<file path="src/rtl/instruction_fetch_if.sv">
// Signal bundle between the IF stage and its surroundings (hazard unit, EX redirect,
// instruction memory, IF/ID consumer). The master side is the IF stage itself.
interface instruction_fetch_if;
  logic        i_stall;
  logic        i_redirect_valid;
  logic [31:0] i_redirect_pc;
  logic [31:0] o_imem_addr;
  logic [31:0] i_imem_instr;
  logic [31:0] o_if_id_pc;
  logic [31:0] o_if_id_instr;
  logic        o_if_id_valid;
  logic [31:0] o_fetch_count;
  logic        o_fault_range;
  logic        o_fault_misalign;

  modport master (
    input  i_stall, i_redirect_valid, i_redirect_pc, i_imem_instr,
    output o_imem_addr, o_if_id_pc, o_if_id_instr, o_if_id_valid,
           o_fetch_count, o_fault_range, o_fault_misalign
  );

  modport slave (
    output i_stall, i_redirect_valid, i_redirect_pc, i_imem_instr,
    input  o_imem_addr, o_if_id_pc, o_if_id_instr, o_if_id_valid,
           o_fetch_count, o_fault_range, o_fault_misalign
  );
endinterface

</file>
<file path="src/rtl/instruction_fetch.sv">
// IF stage: owns the PC, reads a zero-latency instruction memory and fills the IF/ID latch,
// honouring stalls and EX redirects; out-of-range and misaligned fetches become bubbles.
module instruction_fetch #(
  parameter logic [31:0] RESET_PC   = 32'h0000_0000,
  parameter int          IMEM_WORDS = 32,
  parameter logic [31:0] NOP_INSTR  = 32'h0000_0013
) (
  input logic               i_clk,
  input logic               i_rst,
  instruction_fetch_if.master bus
);

  localparam logic [29:0] WORD_LIMIT = 30'(IMEM_WORDS);

  // Handshake: i_redirect_valid is a one-cycle command with no ready; it is always
  // accepted at the edge where it is high and takes precedence over i_stall.
  logic [31:0] pc;
  logic [31:0] if_id_pc;
  logic [31:0] if_id_instr;
  logic        if_id_valid;
  logic [31:0] fetch_count;
  logic        fault_range;
  logic        fault_misalign;
  logic        pc_in_range;

  assign pc_in_range = (pc[31:2] < WORD_LIMIT);

  always_ff @(posedge i_clk) begin
    if (i_rst) begin
      pc             <= RESET_PC;
      if_id_pc       <= 32'h0;
      if_id_instr    <= NOP_INSTR;
      if_id_valid    <= 1'b0;
      fetch_count    <= 32'h0;
      fault_range    <= 1'b0;
      fault_misalign <= 1'b0;
    end else if (bus.i_redirect_valid) begin
      // The fetch in flight belongs to the wrong path, so it is replaced by a bubble.
      pc          <= {bus.i_redirect_pc[31:2], 2'b00};
      if_id_pc    <= 32'h0;
      if_id_instr <= NOP_INSTR;
      if_id_valid <= 1'b0;
      if (bus.i_redirect_pc[1:0] != 2'b00) fault_misalign <= 1'b1;
    end else if (bus.i_stall) begin
      pc          <= pc;
      if_id_pc    <= if_id_pc;
      if_id_instr <= if_id_instr;
      if_id_valid <= if_id_valid;
    end else if (!pc_in_range) begin
      // PC parks here until a redirect moves it back into the memory.
      if_id_pc    <= 32'h0;
      if_id_instr <= NOP_INSTR;
      if_id_valid <= 1'b0;
      fault_range <= 1'b1;
    end else begin
      pc          <= pc + 32'd4;
      if_id_pc    <= pc;
      if_id_instr <= bus.i_imem_instr;
      if_id_valid <= 1'b1;
      fetch_count <= fetch_count + 32'd1;
    end
  end

  assign bus.o_imem_addr      = pc;
  assign bus.o_if_id_pc       = if_id_pc;
  assign bus.o_if_id_instr    = if_id_instr;
  assign bus.o_if_id_valid    = if_id_valid;
  assign bus.o_fetch_count    = fetch_count;
  assign bus.o_fault_range    = fault_range;
  assign bus.o_fault_misalign = fault_misalign;

endmodule

</file>
<file path="src/flat_wrapper.sv">
// flat-port wrapper written by rule: the top's interface ports become plain ports
module instruction_fetch_flat 
#(
  parameter logic [31:0] RESET_PC   = 32'h0000_0000,
  parameter int          IMEM_WORDS = 32,
  parameter logic [31:0] NOP_INSTR  = 32'h0000_0013
)
  (i_clk, i_rst, bus_i_stall, bus_i_redirect_valid, bus_i_redirect_pc, bus_i_imem_instr, bus_o_imem_addr, bus_o_if_id_pc, bus_o_if_id_instr, bus_o_if_id_valid, bus_o_fetch_count, bus_o_fault_range, bus_o_fault_misalign);
  instruction_fetch_if bus_i ();
  input logic i_clk;
  input logic i_rst;
  input wire logic [$bits(bus_i.i_stall)-1:0] bus_i_stall;
  input wire logic [$bits(bus_i.i_redirect_valid)-1:0] bus_i_redirect_valid;
  input wire logic [$bits(bus_i.i_redirect_pc)-1:0] bus_i_redirect_pc;
  input wire logic [$bits(bus_i.i_imem_instr)-1:0] bus_i_imem_instr;
  output wire logic [$bits(bus_i.o_imem_addr)-1:0] bus_o_imem_addr;
  output wire logic [$bits(bus_i.o_if_id_pc)-1:0] bus_o_if_id_pc;
  output wire logic [$bits(bus_i.o_if_id_instr)-1:0] bus_o_if_id_instr;
  output wire logic [$bits(bus_i.o_if_id_valid)-1:0] bus_o_if_id_valid;
  output wire logic [$bits(bus_i.o_fetch_count)-1:0] bus_o_fetch_count;
  output wire logic [$bits(bus_i.o_fault_range)-1:0] bus_o_fault_range;
  output wire logic [$bits(bus_i.o_fault_misalign)-1:0] bus_o_fault_misalign;
  assign bus_i.i_stall = bus_i_stall;
  assign bus_i.i_redirect_valid = bus_i_redirect_valid;
  assign bus_i.i_redirect_pc = bus_i_redirect_pc;
  assign bus_i.i_imem_instr = bus_i_imem_instr;
  assign bus_o_imem_addr = bus_i.o_imem_addr;
  assign bus_o_if_id_pc = bus_i.o_if_id_pc;
  assign bus_o_if_id_instr = bus_i.o_if_id_instr;
  assign bus_o_if_id_valid = bus_i.o_if_id_valid;
  assign bus_o_fetch_count = bus_i.o_fetch_count;
  assign bus_o_fault_range = bus_i.o_fault_range;
  assign bus_o_fault_misalign = bus_i.o_fault_misalign;
  instruction_fetch #(.RESET_PC(RESET_PC), .IMEM_WORDS(IMEM_WORDS), .NOP_INSTR(NOP_INSTR)) u_core (.i_clk(i_clk), .i_rst(i_rst), .bus(bus_i));
endmodule
</file>
<file path="config.mk">
export PLATFORM = sky130hd
export DESIGN_NAME = instruction_fetch_flat
export DESIGN_NICKNAME = d
export VERILOG_FILES = /design/src/rtl/instruction_fetch_if.sv /design/src/rtl/instruction_fetch.sv /design/src/flat_wrapper.sv
export SDC_FILE = /design/constraint.sdc
export NUM_CORES = 1
export LEC_CHECK = 0
export CORE_ASPECT_RATIO = 2
export CORE_MARGIN = 2
export CORE_UTILIZATION = 35
export DETAILED_ROUTE_END_ITERATION = 8
export HOLD_SLACK_MARGIN = 0.05
export PLACE_DENSITY = 0.68
export SLEW_MARGIN = 20
export SYNTH_ARGS = -nofsm -noshare
export SYNTH_HDL_FRONTEND = slang
export SYNTH_SLANG_ARGS = --single-unit
export TNS_END_PERCENT = 50
</file>
<file path="constraint.sdc">
create_clock -name i_clk -period 3.3 [get_ports i_clk]
set_clock_uncertainty 0.1 [all_clocks]
set_input_delay 0.495 -clock i_clk [delete_from_list [all_inputs] [get_ports i_clk]]
set_output_delay 0.495 -clock i_clk [all_outputs]
set_load 0.02 [all_outputs]
</file>
# Word level (Yosys, flattened, before mapping)

Index checks and enable logic that the tools add are counted.

Logic and storage cells: 29
Output and inout bits: 131
Register bits after elaboration: 131

Add/sub/neg operators: 2
Equal/unequal tests: 1
Order comparisons: 1
Bitwise logic cells: 3
Reductions and logical operators: 8
Multiplexer cells: 6

Operator list:

| operator                | count |
|---|---|
| $mux W32                | 5 |
| $add A32 B1 Y32 const B | 1 |
| $add A32 B3 Y32 const B | 1 |
| $lt A30 B6 Y1 const B   | 1 |
| $reduce_and A2 Y1       | 3 |
| $reduce_and A3 Y1       | 2 |
| $reduce_bool A2 Y1      | 2 |
| $not A1 Y1              | 3 |
| $ne A2 B1 Y1 const B    | 1 |
| $reduce_or A2 Y1        | 1 |
| $mux W1                 | 1 |

# Logic depth before layout (Yosys ltp)

Word-level depth: 4
Depth in mapped cells: 7
Depth with buffers taken out: 6

# Least setup slack after synthesis

No wires, ideal clock.

Path kind: reg2reg
Start point: register u_core.fetch_count[15] (netlist: u_core.bus.o_fetch_count[15])
End point: register u_core.fetch_count[30] (netlist: u_core.bus.o_fetch_count[30])
Data arrival time: 2.208 ns
Path buffers: 0
Data required time: 3.130 ns
Cell stages (with the launch flop): 6
Library setup time: 0.070 ns
Setup slack: 0.922 ns
Cells stage by stage: dfxtp_1 -> nand4_2 -> or4_1 -> or4_4 -> or4_1 -> a21oi_1

Cells in the longest elaborated chain, start to end: 1

RTL lines:

| what                   | line                    | RTL |
|---|---|---|
| from (decl)            | instruction_fetch.sv:21 | `logic [31:0] fetch_count;` |
| from (signal assigned) | instruction_fetch.sv:60 | `fetch_count <= fetch_count + 32'd1;` |
| $add A32 B1 Y32        | instruction_fetch.sv:60 |  |

No other way between the ends.
A chain may end at the register's enable or synchronous reset.

# Final worst setup path

Start point: register u_core.pc[15] (netlist: u_core.bus.o_imem_addr[15])
End point: register u_core.fetch_count[31] (netlist: u_core.bus.o_fetch_count[31])

Cells in the longest elaborated chain, start to end: 2

RTL lines:

| what                               | line                    | RTL |
|---|---|---|
| from (decl)                        | instruction_fetch.sv:17 | `logic [31:0] pc;` |
| from (signal assigned)             | instruction_fetch.sv:39 | `pc <= {bus.i_redirect_pc[31:2], 2'b00};` |
| from (signal assigned)             | instruction_fetch.sv:45 | `pc <= pc;` |
| from (signal assigned)             | instruction_fetch.sv:56 | `pc <= pc + 32'd4;` |
| $lt A30 B6 Y1                      | instruction_fetch.sv:26 | `assign pc_in_range = (pc[31:2] < WORD_LIMIT);` |
| $reduce_and A3 Y1 (no source line) | -                       |  |

No other way between the ends.

==> qor.yml <==
outcome:
  outcome: "completed"
critical_path:
  regToRegSetupSlack_ns: 0.80
  required_time_at_the_endpoint_of_the_critical_path_ns: 3.53
  worst-r2r-cell-count: 6
  end_kind: "flop"
  crit_type: "reg -> reg"
  reg2reg_end: "u_core.bus.o_fetch_count[31]"
  worstPathArrival_ns: 2.73
  critical_path.startpoint: "u_core.bus.o_imem_addr[15]"
  start_kind: "flop"
  reg2reg_from: "u_core.bus.o_imem_addr[15]"
  worstPathMaxFanout: 26
sta:
  layout_worst_path_cycle_share: 0.7574
  timing.slew.headroom: 0.5321
  tightest_slew_ns: 0.6954
  max_clock_freq_ghz: 0.4001
  hold_viol_final: 0
  report.final.slew_viol_count: 0
  finalWorstPathRequiredPeriod_ns: 2.499
  grt_setup_unrepaired: "no"
  setup-tns-final_ns: 0
  final_report_setup_violation_count: 0
global_route:
  grt_start_max_net_pins: 40
  grt_pass1_wl_mm: 22.69
  global_route.usage.met1: 0.1994
  grt_antenna_before_repair: 0
  global_route.usage.met3: 0.04437
  grt.met2_usage: 0.3745
  global_route.usage.total: 0.1976
  gr-max-usage-layer: "met2"
  gr-total-overflow: 0
  via_count_of_the_first_global_routing_pass: 4455
floorplanning:
  area_of_the_core_um2: 13360
  effective_utilization_at_floorplan: 0.3547
  die_x_um: 86.29
  pin_count: 199
  die_area_um2: 14550
  die_height_um: 168.6
  fp-row-count: 60
clocking:
  tritoncts_buffer_count: 17
  post_cts_resized: 0
  clock_tree_from_tritoncts: "done"
  cts-hold-fix-buffers: 0
  postCtsSetupBuffers: 0
  ctsHtreeMaxLevel: 4
  max-clock-path-buffers: 2
  path_clk_slew_ns: 0.06
  ctsRootBufferMaster: "sky130_fd_sc_hd__clkbuf_16"
  clock_sinks: 127
  worstSkewPairLatency_ns: 0.41
synth:
  synth_simple_gate_area_frac: 0.2104
  area_fraction_of_the_dominant_cell_type_after_synthesis: 0.5364
  yosysUniqueCellTypes: 45
  synth_compound_gate_area_share: 0.1167
  mappedNetlistArea_um2: 4740
  yosysSeqAreaShare: 0.5364
  area_leader_netlist: "sky130_fd_sc_hd__dfxtp_1"
  synthesis.area_per_instance_um2: 9.854
  postSynth.topFlopCell: "sky130_fd_sc_hd__dfxtp_1"
  synthCells: 481
  flip_flop_and_latch_count_after_synthesis: 127
  main_combinational_cell_family_by_area_after_synthesis: "simple AND/OR/NAND/NOR gates"
  ys_warn_count: 0
  post_synth_xor_area_fraction: 0.03511
  synth-async-reset-ratio: 0
  synth_edf_count: 0
  synth_fa_ha_area_frac: 0.005280
  synth.area.mux_share: 0.05280
  synthTopCellsByArea: "sky130_fd_sc_hd__dfxtp_1, sky130_fd_sc_hd__a22o_1, sky130_fd_sc_hd__mux2i_1"
placement:
  placedInstanceArea_um2: 6804
  detailed_place_hpwl_mm: 10.47
  dp.cells: 808
  port_buffer_count: 194
  global_placer_s_final_weighted_congestion: 0.8082
pwr:
  leakage_nw: 2.804
  finalPower_w: 0.003651
  ir_drop_mv: 0.3610
  power_per_cell_area_nw_per_um2: 495.0
drt:
  antenna_left: 0
  first_iter_violations: 113
  remaining_drc_errors: 0
  drt_first_pass_iters: 4
  routedWlPerCell_um: 16.81
  vias: 4350
  total_wire_length_after_detailed_routing_mm: 14.12
  avgViaCountPerCell: 5.179
layout:
  area_growth_synth_to_finish_pct: 55.62
  antenna-diode-count: 0
  final_common_cell: "sky130_fd_sc_hd__clkdlybuf4s50_1"
  layout_common_cells: "sky130_fd_sc_hd__clkdlybuf4s50_1, sky130_fd_sc_hd__dfxtp_1, sky130_fd_sc_hd__nor2_1"
  fill_cells: 1226
  layout_nets: 742
  postLayoutCellArea_um2: 7376
  fin_cells: 840
  final_layout_size_suffix_gt1_frac: 0.08029
hold_path:
  worstHoldStart: "u_core.bus.o_if_id_valid"
  hold_path_depth: 2
  holdCritPathClass: "reg -> reg"
  min_to: "u_core.bus.o_if_id_valid"
job:
  max-cap-violations: 0
==> registers in the layout (all words and copies together), names as in the netlist <==
signal,cells
u_core.bus.o_if_id_pc,30
u_core.bus.o_fault_misalign,1
u_core.bus.o_fault_range,1
u_core.bus.o_fetch_count,32
u_core.bus.o_if_id_valid,1
u_core.bus.o_imem_addr,30
u_core.bus.o_if_id_instr,32
==> metal layers <==
metal | wire length [µm] | vias up
met5 | 0 | -
met4 | 340 | 0
met3 | 696 | 27
met2 | 7923 | 140
met1 | 5162 | 2072
li1 | - | 2111
==> critical path, cell delays in order (launching register included) <==
cell	delay [ns]
sky130_fd_sc_hd__dfxtp_1	0.33
sky130_fd_sc_hd__nor4_1	0.39
sky130_fd_sc_hd__nand3_1	0.14
sky130_fd_sc_hd__buf_4	0.24
sky130_fd_sc_hd__or4_1	0.67
sky130_fd_sc_hd__or3_1	0.39
sky130_fd_sc_hd__a21oi_1	0.17
==> final cells by class <==
cell class,count,area (µm²),share of cell area
Clock inverter,14,132.6,0.01798
Multi-Input combinational cell,310,2016,0.2733
Sequential cell,127,2542,0.3447
Tap cell,155,193.9,0.02629
Timing Repair Buffer,204,2007,0.2721
Clock buffer,18,439.2,0.05954
Inverter,12,45.04,0.006107
==> worst max-delay path by stage <==
stage | endpoint | slack (ns) | cells past startpoint
3_5_place_dp | u_core.bus.o_fetch_count[31] | 0.60 | 6
6_report | u_core.bus.o_fetch_count[31] | 0.80 | 6
5_1_grt | u_core.bus.o_fetch_count[29] | 0.61 | 6
3_3_place_gp | u_core.bus.o_fetch_count[31] | 0.69 | 6
2_1_floorplan | u_core.bus.o_fetch_count[30] | 0.92 | 5
4_1_cts | u_core.bus.o_fetch_count[31] | 0.77 | 6
==> synthesized netlist by cell type, drive strengths merged, types with 2 or more instances <==
master,n
ha,2
mux2i,25
or4,8
nand3,11
nor4,23
nand4b,3
xnor2,16
buf,7
o22a,3
nor3,7
a21oi,19
o21a,3
dfxtp,127
and4,4
and3,30
nand2,20
nor2,49
xor2,3
or2,2
or3,7
and2,3
clkbuf,27
inv,12
nand2b,2
a22o,34
o21ai,14
nand4,10
==> cells by family after synthesis <==
logic type / count (synthesis)
AND/OR/NAND/NOR: 182
adder cells (fa/ha/maj): 2
flip-flops: 127
multiplexers: 25
AO/OA/AOI/OAI: 78
other: 1
buffers and inverters: 47
XOR/XNOR: 19
==> through the flow <==
step	util	hold slack [ns]	worst slack [ns]
6_report	0.5520	0.3467	0.8007
3_5_place_dp	0.5092	0.3438	0.6018
2_1_floorplan	-	0.4206	0.9221
5_1_grt	0.5520	0.3629	0.6108
4_1_cts	0.5520	0.3513	0.7717
3_3_place_gp	0.5092	0.3339	0.6943
==> power breakdown <==
part,internal [W],switching (W)
logic,0.000146,0.000135
registers,0.00156,0.0000241
clock network,0.00107,0.000720
Note: power is estimated with default switching activity, not from simulation.
